$ cat config.mk
export PLATFORM = sky130hd
export DESIGN_NAME = i2c_mon_rx_flat
export DESIGN_NICKNAME = d
export VERILOG_FILES = /design/src/rtl/i2c_mon_pkg.sv /design/src/rtl/i2c_mon_if.sv /design/src/rtl/i2c_glitch_filt.sv /design/src/rtl/i2c_mon_rx.sv /design/src/flat_wrapper.sv
export SDC_FILE = /design/constraint.sdc
export NUM_CORES = 1
export LEC_CHECK = 0
export ABC_AREA = 1
export CORE_ASPECT_RATIO = 2
export CORE_UTILIZATION = 55
export DETAILED_ROUTE_END_ITERATION = 8
export GPL_TIMING_DRIVEN = 0
export PLACE_DENSITY = 0.77
export SYNTH_ARGS = -nofsm -noshare
export SYNTH_HDL_FRONTEND = slang
export SYNTH_SLANG_ARGS = --single-unit
$ cat constraint.sdc
create_clock -name clk -period 1.8 [get_ports clk]
set_input_delay 0.18 -clock clk [delete_from_list [all_inputs] [get_ports clk]]
set_output_delay 0.18 -clock clk [all_outputs]
set_load 0.005 [all_outputs]
$ cat src/rtl/i2c_mon_pkg.sv
// Shared types for the passive I2C monitor: FSM encoding, event record,
// and the helper that builds a short-byte flush record.
package i2c_mon_pkg;

    localparam int BITS_W = 4;

    typedef enum logic [1:0] {
        IDLE       = 2'd0,
        WAIT_CLOCK = 2'd1,
        RUN        = 2'd2
    } state_t;

    // One cycle's worth of registered monitor events.
    typedef struct packed {
        logic              valid;
        logic [7:0]        data;
        logic              ack;
        logic [BITS_W-1:0] bits;
        logic              is_short;
        logic              first;
        logic              start;
        logic              stop;
        logic              notrans;
        logic              timeout;
    } mon_evt_t;

    // Partial byte: k bits sit in the low end of the shift register, most
    // recent bit at [0]; left-align them so the first bus bit is the MSB.
    function automatic mon_evt_t flush_evt(input logic [7:0] low,
                                           input logic [BITS_W-1:0] k,
                                           input logic first);
        mon_evt_t e;
        e = '0;
        if (k != '0) begin
            e.valid    = 1'b1;
            e.is_short = 1'b1;
            e.bits     = k;
            e.first    = first;
            e.data     = low << (4'd8 - k);
        end
        return e;
    endfunction

endpackage

$ cat src/rtl/i2c_mon_if.sv
// Bus-side and report-side signals of the I2C monitor.
interface i2c_mon_if;
    import i2c_mon_pkg::*;

    logic              scl_in;
    logic              sda_in;
    logic              scl;
    logic              sda;
    logic              mon_valid;
    logic [7:0]        mon_byte;
    logic              mon_ack;
    logic [BITS_W-1:0] mon_bits;
    logic              mon_short;
    logic              mon_first;
    logic              mon_start;
    logic              mon_stop;
    logic              mon_notrans;
    logic              mon_timeout;
    logic              bus_busy;

    // Monitor side: samples the raw bus, produces reports.
    modport master (
        input  scl_in, sda_in,
        output scl, sda, mon_valid, mon_byte, mon_ack, mon_bits, mon_short,
               mon_first, mon_start, mon_stop, mon_notrans, mon_timeout, bus_busy
    );

    // Consumer side: drives the raw bus, reads reports.
    modport slave (
        output scl_in, sda_in,
        input  scl, sda, mon_valid, mon_byte, mon_ack, mon_bits, mon_short,
               mon_first, mon_start, mon_stop, mon_notrans, mon_timeout, bus_busy
    );

endinterface

$ cat src/rtl/i2c_glitch_filt.sv
// Synchroniser chain followed by a majority-vote window; idles high.
module i2c_glitch_filt #(
    parameter int SYNC_STAGES = 2,
    parameter int FILT_LEN    = 3
) (
    input  logic clk,
    input  logic reset,
    input  logic in,
    output logic out
);

    logic [SYNC_STAGES-1:0] sync;
    logic [FILT_LEN-1:0]    win;
    logic [3:0]             ones;

    // Count ones in the vote window.
    always_comb begin
        ones = '0;
        for (int i = 0; i < FILT_LEN; i++)
            ones = ones + 4'(win[i]);
    end

    // Shift through sync flops and window; register the majority decision.
    always_ff @(posedge clk or posedge reset) begin
        if (reset) begin
            sync <= '1;
            win  <= '1;
            out  <= 1'b1;
        end else begin
            sync <= SYNC_STAGES'({sync, in});
            win  <= FILT_LEN'({win, sync[SYNC_STAGES-1]});
            out  <= (ones > 4'(FILT_LEN / 2));
        end
    end

endmodule

$ cat src/rtl/i2c_mon_rx.sv
// Passive I2C monitor: filters SCL/SDA, decodes START/STOP and bytes,
// flushes partial bytes and aborts stuck transactions. Never drives the bus.
module i2c_mon_rx
    import i2c_mon_pkg::*;
#(
    parameter int SYNC_STAGES = 2,
    parameter int FILT_LEN    = 3,
    parameter int TIMEOUT_CYC = 0
) (
    input  logic      clk,
    input  logic      reset,
    i2c_mon_if.master bus
);

    localparam int TO_W = (TIMEOUT_CYC > 0) ? $clog2(TIMEOUT_CYC + 1) : 1;
    localparam logic [TO_W-1:0] TO_LIM = TO_W'(TIMEOUT_CYC);
    localparam logic [TO_W-1:0] TO_SAT = '1;

    logic scl_f, sda_f, scl_old, sda_old;
    state_t state, state_nxt;
    logic [8:0] sr, sr_nxt;
    logic [BITS_W-1:0] rx_count, cnt_nxt;
    logic first_pend, fp_nxt;
    logic [TO_W-1:0] to_cnt, to_nxt;
    mon_evt_t ev, ev_nxt;
    logic start_ev, stop_ev, fall, edge_any, to_hit;

    i2c_glitch_filt #(.SYNC_STAGES(SYNC_STAGES), .FILT_LEN(FILT_LEN)) u_scl_filt (
        .clk(clk), .reset(reset), .in(bus.scl_in), .out(scl_f));
    i2c_glitch_filt #(.SYNC_STAGES(SYNC_STAGES), .FILT_LEN(FILT_LEN)) u_sda_filt (
        .clk(clk), .reset(reset), .in(bus.sda_in), .out(sda_f));

    assign start_ev = scl_f & sda_old & ~sda_f;
    assign stop_ev  = scl_f & ~sda_old & sda_f;
    assign fall     = scl_old & ~scl_f;
    assign edge_any = (scl_f ^ scl_old) | (sda_f ^ sda_old);

    // Next-state, timeout counter and event decode; STOP > START > timeout > fall.
    always_comb begin
        state_nxt = state;
        sr_nxt    = sr;
        cnt_nxt   = rx_count;
        fp_nxt    = first_pend;
        ev_nxt    = '0;
        to_nxt    = (state == IDLE || edge_any) ? '0
                  : (to_cnt == TO_SAT) ? to_cnt : to_cnt + 1'b1;
        to_hit    = (TIMEOUT_CYC != 0) && (state != IDLE) && (to_nxt == TO_LIM);
        case (state)
            IDLE: begin
                if (start_ev) begin
                    state_nxt    = WAIT_CLOCK;
                    ev_nxt.start = 1'b1;
                end
            end
            WAIT_CLOCK: begin
                if (stop_ev) begin
                    state_nxt      = IDLE;
                    ev_nxt.stop    = 1'b1;
                    ev_nxt.notrans = 1'b1;
                end else if (to_hit) begin
                    state_nxt      = IDLE;
                    ev_nxt.timeout = 1'b1;
                end else if (fall) begin
                    state_nxt = RUN;
                    sr_nxt    = '0;
                    cnt_nxt   = '0;
                    fp_nxt    = 1'b1;
                end
            end
            RUN: begin
                if (stop_ev) begin
                    ev_nxt      = flush_evt(sr[7:0], rx_count, first_pend);
                    ev_nxt.stop = 1'b1;
                    state_nxt   = IDLE;
                end else if (start_ev) begin
                    ev_nxt       = flush_evt(sr[7:0], rx_count, first_pend);
                    ev_nxt.stop  = 1'b1;
                    ev_nxt.start = 1'b1;
                    state_nxt    = WAIT_CLOCK;
                end else if (to_hit) begin
                    ev_nxt         = flush_evt(sr[7:0], rx_count, first_pend);
                    ev_nxt.timeout = 1'b1;
                    state_nxt      = IDLE;
                end else if (fall) begin
                    sr_nxt = {sr[7:0], sda_f};
                    if (rx_count == 4'd8) begin
                        ev_nxt.valid = 1'b1;
                        ev_nxt.data  = sr_nxt[8:1];
                        ev_nxt.ack   = sr_nxt[0];
                        ev_nxt.bits  = 4'd9;
                        ev_nxt.first = first_pend;
                        fp_nxt       = 1'b0;
                        cnt_nxt      = '0;
                    end else begin
                        cnt_nxt = rx_count + 1'b1;
                    end
                end
            end
            default: state_nxt = IDLE;
        endcase
    end

    // State, datapath and registered event outputs.
    always_ff @(posedge clk or posedge reset) begin
        if (reset) begin
            state      <= IDLE;
            sr         <= '0;
            rx_count   <= '0;
            first_pend <= 1'b0;
            to_cnt     <= '0;
            scl_old    <= 1'b1;
            sda_old    <= 1'b1;
            ev         <= '0;
        end else begin
            state      <= state_nxt;
            sr         <= sr_nxt;
            rx_count   <= cnt_nxt;
            first_pend <= fp_nxt;
            to_cnt     <= to_nxt;
            scl_old    <= scl_f;
            sda_old    <= sda_f;
            ev         <= ev_nxt;
        end
    end

    assign bus.scl         = scl_f;
    assign bus.sda         = sda_f;
    assign bus.mon_valid   = ev.valid;
    assign bus.mon_byte    = ev.data;
    assign bus.mon_ack     = ev.ack;
    assign bus.mon_bits    = ev.bits;
    assign bus.mon_short   = ev.is_short;
    assign bus.mon_first   = ev.first;
    assign bus.mon_start   = ev.start;
    assign bus.mon_stop    = ev.stop;
    assign bus.mon_notrans = ev.notrans;
    assign bus.mon_timeout = ev.timeout;
    assign bus.bus_busy    = (state != IDLE);

endmodule

$ cat src/flat_wrapper.sv
// flat-port wrapper written by rule: the top's interface ports become plain ports
module i2c_mon_rx_flat import i2c_mon_pkg::*;
#(
    parameter int SYNC_STAGES = 2,
    parameter int FILT_LEN    = 3,
    parameter int TIMEOUT_CYC = 0
)
  (clk, reset, bus_scl_in, bus_sda_in, bus_scl, bus_sda, bus_mon_valid, bus_mon_byte, bus_mon_ack, bus_mon_bits, bus_mon_short, bus_mon_first, bus_mon_start, bus_mon_stop, bus_mon_notrans, bus_mon_timeout, bus_bus_busy);
  i2c_mon_if bus_i ();
  input  logic clk;
  input  logic reset;
  input wire logic [$bits(bus_i.scl_in)-1:0] bus_scl_in;
  input wire logic [$bits(bus_i.sda_in)-1:0] bus_sda_in;
  output wire logic [$bits(bus_i.scl)-1:0] bus_scl;
  output wire logic [$bits(bus_i.sda)-1:0] bus_sda;
  output wire logic [$bits(bus_i.mon_valid)-1:0] bus_mon_valid;
  output wire logic [$bits(bus_i.mon_byte)-1:0] bus_mon_byte;
  output wire logic [$bits(bus_i.mon_ack)-1:0] bus_mon_ack;
  output wire logic [$bits(bus_i.mon_bits)-1:0] bus_mon_bits;
  output wire logic [$bits(bus_i.mon_short)-1:0] bus_mon_short;
  output wire logic [$bits(bus_i.mon_first)-1:0] bus_mon_first;
  output wire logic [$bits(bus_i.mon_start)-1:0] bus_mon_start;
  output wire logic [$bits(bus_i.mon_stop)-1:0] bus_mon_stop;
  output wire logic [$bits(bus_i.mon_notrans)-1:0] bus_mon_notrans;
  output wire logic [$bits(bus_i.mon_timeout)-1:0] bus_mon_timeout;
  output wire logic [$bits(bus_i.bus_busy)-1:0] bus_bus_busy;
  assign bus_i.scl_in = bus_scl_in;
  assign bus_i.sda_in = bus_sda_in;
  assign bus_scl = bus_i.scl;
  assign bus_sda = bus_i.sda;
  assign bus_mon_valid = bus_i.mon_valid;
  assign bus_mon_byte = bus_i.mon_byte;
  assign bus_mon_ack = bus_i.mon_ack;
  assign bus_mon_bits = bus_i.mon_bits;
  assign bus_mon_short = bus_i.mon_short;
  assign bus_mon_first = bus_i.mon_first;
  assign bus_mon_start = bus_i.mon_start;
  assign bus_mon_stop = bus_i.mon_stop;
  assign bus_mon_notrans = bus_i.mon_notrans;
  assign bus_mon_timeout = bus_i.mon_timeout;
  assign bus_bus_busy = bus_i.bus_busy;
  i2c_mon_rx #(.SYNC_STAGES(SYNC_STAGES), .FILT_LEN(FILT_LEN), .TIMEOUT_CYC(TIMEOUT_CYC)) u_core (.clk(clk), .reset(reset), .bus(bus_i));
endmodule
==> flow_summary.yaml <==
synth:
  asyncSetResetFlopFracSynth: 1.00
  dominantRegCellSynth: "sky130_fd_sc_hd__dfrtp_1"
  synth.distinct_cells: 34
  syn-instance-count: 253
  ys_seq_area_frac: 0.527
  synthesis.area_um2: 2310
  yosys_warnings: 0
  postSynthNetCount: 265
  synthesis.area_per_instance_um2: 9.14
  synth_enable_flop_cells: 0
  synth.ff_latch_count: 48
setup_path:
  r2r-start: "u_core.rx_count[0]"
  crit_path_top_delay_cell: "sky130_fd_sc_hd__clkdlybuf4s50_1"
  critPathArrivalTime_ns: 1.52
  critical_path_s_top_delay_family: "buffers and inverters"
  critPathRequiredTime_ns: 1.62
  cp_max_fo: 3
  critical_path.cell_chain: "inv_1 -> ha_1 -> inv_1 -> clkdlybuf4s50_1"
  worstSetupStartpointType: "flop"
  timing.critical_path.slowest_cell_delay_ns: 0.50
  cp_num_buf_inv: 3
  timing.setup.critical_path_class: "flop to output port"
  worst_setup_path_end_kind: "output port"
  worst_path_most_repeated_cell: "sky130_fd_sc_hd__inv_1"
  reg2regPathDepth: 11
  critical_path.reg2reg.endpoint: "u_core.bus.mon_byte[6]"
  reg2reg_slack_ns: 0.11
clocking:
  clk-insertion-delay-late_ns: 0.30
  cts_root_buf: "sky130_fd_sc_hd__clkbuf_8"
  cts.hold.buffers_added: 0
  clock_tree.buffer_depth: 2
  clkSlewWorstSetupHoldPaths_ns: 0.09
  cts-buffers-inserted: 5
  clock_sink_count: 48
  cts-htree-levels: 2
  tritoncts: "done"
floorplanning:
  die_x_extent_um: 47.9
  fp.dieH_um: 93.7
  core_region_area_um2: 4050
  io_pins: 27
  placement_rows: 33
  design.die.area_um2: 4490
  initial_core_util: 0.572
power:
  leakagePower_uw: 0.00131
  ir_worst_vdd_uv: 984
  pnr_total_power_uw: 2980
  pwr_density_nw_per_um2: 1070
worst_hold_path:
  min_path_type: "input port to async pin"
timing:
  fin_worst_hold_slack_ns: 0.175
  final.period_utilization: 0.946
  hold_viol_final: 0
  grt_setup_unrepaired: "yes"
  achievable-frequency_ghz: 0.587
  report.final.slew_viol_count: 0
  finalWorstSetupSlack_ns: 0.0964
  setup_viol_count_final: 0
  accumulated_negative_setup_slack_ns: 0
  worst_clock_skew_ns: 0.00799
  layout_min_cycle_time_ns: 1.70
detailed_routing:
  route.detailed.wl_per_inst_um: 13.4
  detail-route-antenna-nets: 0
  detailroute.via_count: 1752
  first_pass_detailed_route_iteration_total: 4
  drt_iter0_drcs: 48
  wl_mm: 4.53
  post_drt_via_cell_ratio: 5.18
  drt_drc_violations_left: 0
global_routing:
  first_global_vias: 1774
  grt_use_total: 0.241
  gr-total-overflow: 0
  grt_max_degree: 32
  number_of_antenna_violations_at_the_first_check_in_global_routing: 0
  grt_pass1_wl_mm: 7.69
placement:
  dp.cells: 331
  post-place-ws_ns: -0.150
  finalWeightedCongestion: 0.906
  buffer_ports.inserted: 25
  detailedPlacementHpwl_mm: 3.50
final_layout:
  num_antenna_cells: 0
  layout_commonest_cell: "sky130_fd_sc_hd__nand2_1"
  nets: 297
  areaGrowthSynthToFinish_pct: 20.1
  final_layout_size_suffix_gt1_frac: 0.196
  final.fill_count: 346
  final_cell_count_no_fill: 338
  most-common-layout-cells: "sky130_fd_sc_hd__nand2_1, sky130_fd_sc_hd__dfrtp_1, sky130_fd_sc_hd__nand3_1"
status:
  run_status: "finished, final reports clean"
job:
  max_cap_viols: 0
==> what timing repair did <==
action,4_1_cts,5_1_grt
gates resized for setup,3,4
buffers inserted,0,1
setup endpoints to repair,12,10
hold endpoints to repair,0,0
==> cells in the mapped netlist (all sizes together) (2+ instances only) <==
cell,number,area (um2)
nand2,61,259
inv,28,113
a21o,2,15.0
xor2,2,17.5
dfstp,14,368
buf,9,67.6
ha,8,100
nor2,22,100
a21oi,11,70.1
nand3,31,160
o21ai,18,105
nand3b,4,30.0
dfrtp,34,851
nand4,4,25.0
==> through the flow <==
| stage | utilization | area (um2) |
|---|---|---|
| 2_1_floorplan | - | 2310 |
| 3_3_place_gp | 0.650 | 2630 |
| 3_5_place_dp | 0.655 | 2650 |
| 4_1_cts | 0.680 | 2750 |
| 5_1_grt | 0.686 | 2780 |
| 6_report | 0.686 | 2780 |
==> logic make-up after synthesis <==
logic type	count (synthesis)	share of synthesized area
adders and majority gates	8	0.0433
and+or+nand+nor	124	0.254
xor gates and xnor gates	3	0.0114
AOI/OAI and AO/OA	32	0.0855
other	1	0.00162
DFF	48	0.527
buffers and inverters	37	0.0779
==> layer usage <==
| layer | wire, um | GRT usage |
|---|---|---|
| met4 | 99 | 0.118 |
| met3 | 158 | 0.0538 |
| met5 | 0 | 0 |
| met2 | 2650 | 0.411 |
| met1 | 1620 | 0.259 |
==> flip-flops by register name (all words and copies together) (netlist names), 2 cells and up <==
name                    flops
u_core.u_scl_filt.sync      2
u_core.u_sda_filt.win       3
u_core.state                2
u_core.u_scl_filt.win       3
u_core.u_sda_filt.sync      2
u_core.bus.mon_bits         4
u_core.bus.mon_byte         8
u_core.sr                   8
u_core.rx_count             4
==> power by group <==
| part | switching, uW | total [uW] | internal, uW |
|---|---|---|---|
| clock | 338 | 751 | 412 |
| sequential | 55.8 | 1240 | 1180 |
| combinational | 630 | 997 | 366 |
| total | 1020 | 2980 | 1960 |
==> layout make-up <==
class                      count  area, um2  share of cell area
inverter                      28        123              0.0441
clock buffer                   6       72.6              0.0261
timing repair buffer          27        278               0.100
buffer                         7       51.3              0.0185
sequential                    48       1220               0.439
tap                           52       65.1              0.0234
multi-input combinational    168        935               0.336
clock inverter                 2       35.0              0.0126
==> worst max-delay path by stage <==
stage	cells after the start	slack, ns	from	to
finish	4	0.1	u_core.state[1]	bus_bus_busy
floorplan	11	0.11	u_core.rx_count[0]	u_core.bus.mon_byte[7]
CTS	11	0.03	u_core.rx_count[0]	u_core.bus.mon_byte[6]
global placement	2	-0.35	reset	u_core.bus.mon_byte[4]
global route	11	-0.007	u_core.rx_count[0]	u_core.bus.mon_byte[3]
detailed placement	10	-0.15	u_core.rx_count[0]	u_core.bus.mon_byte[4]
Power figures use the tool's default switching activity.
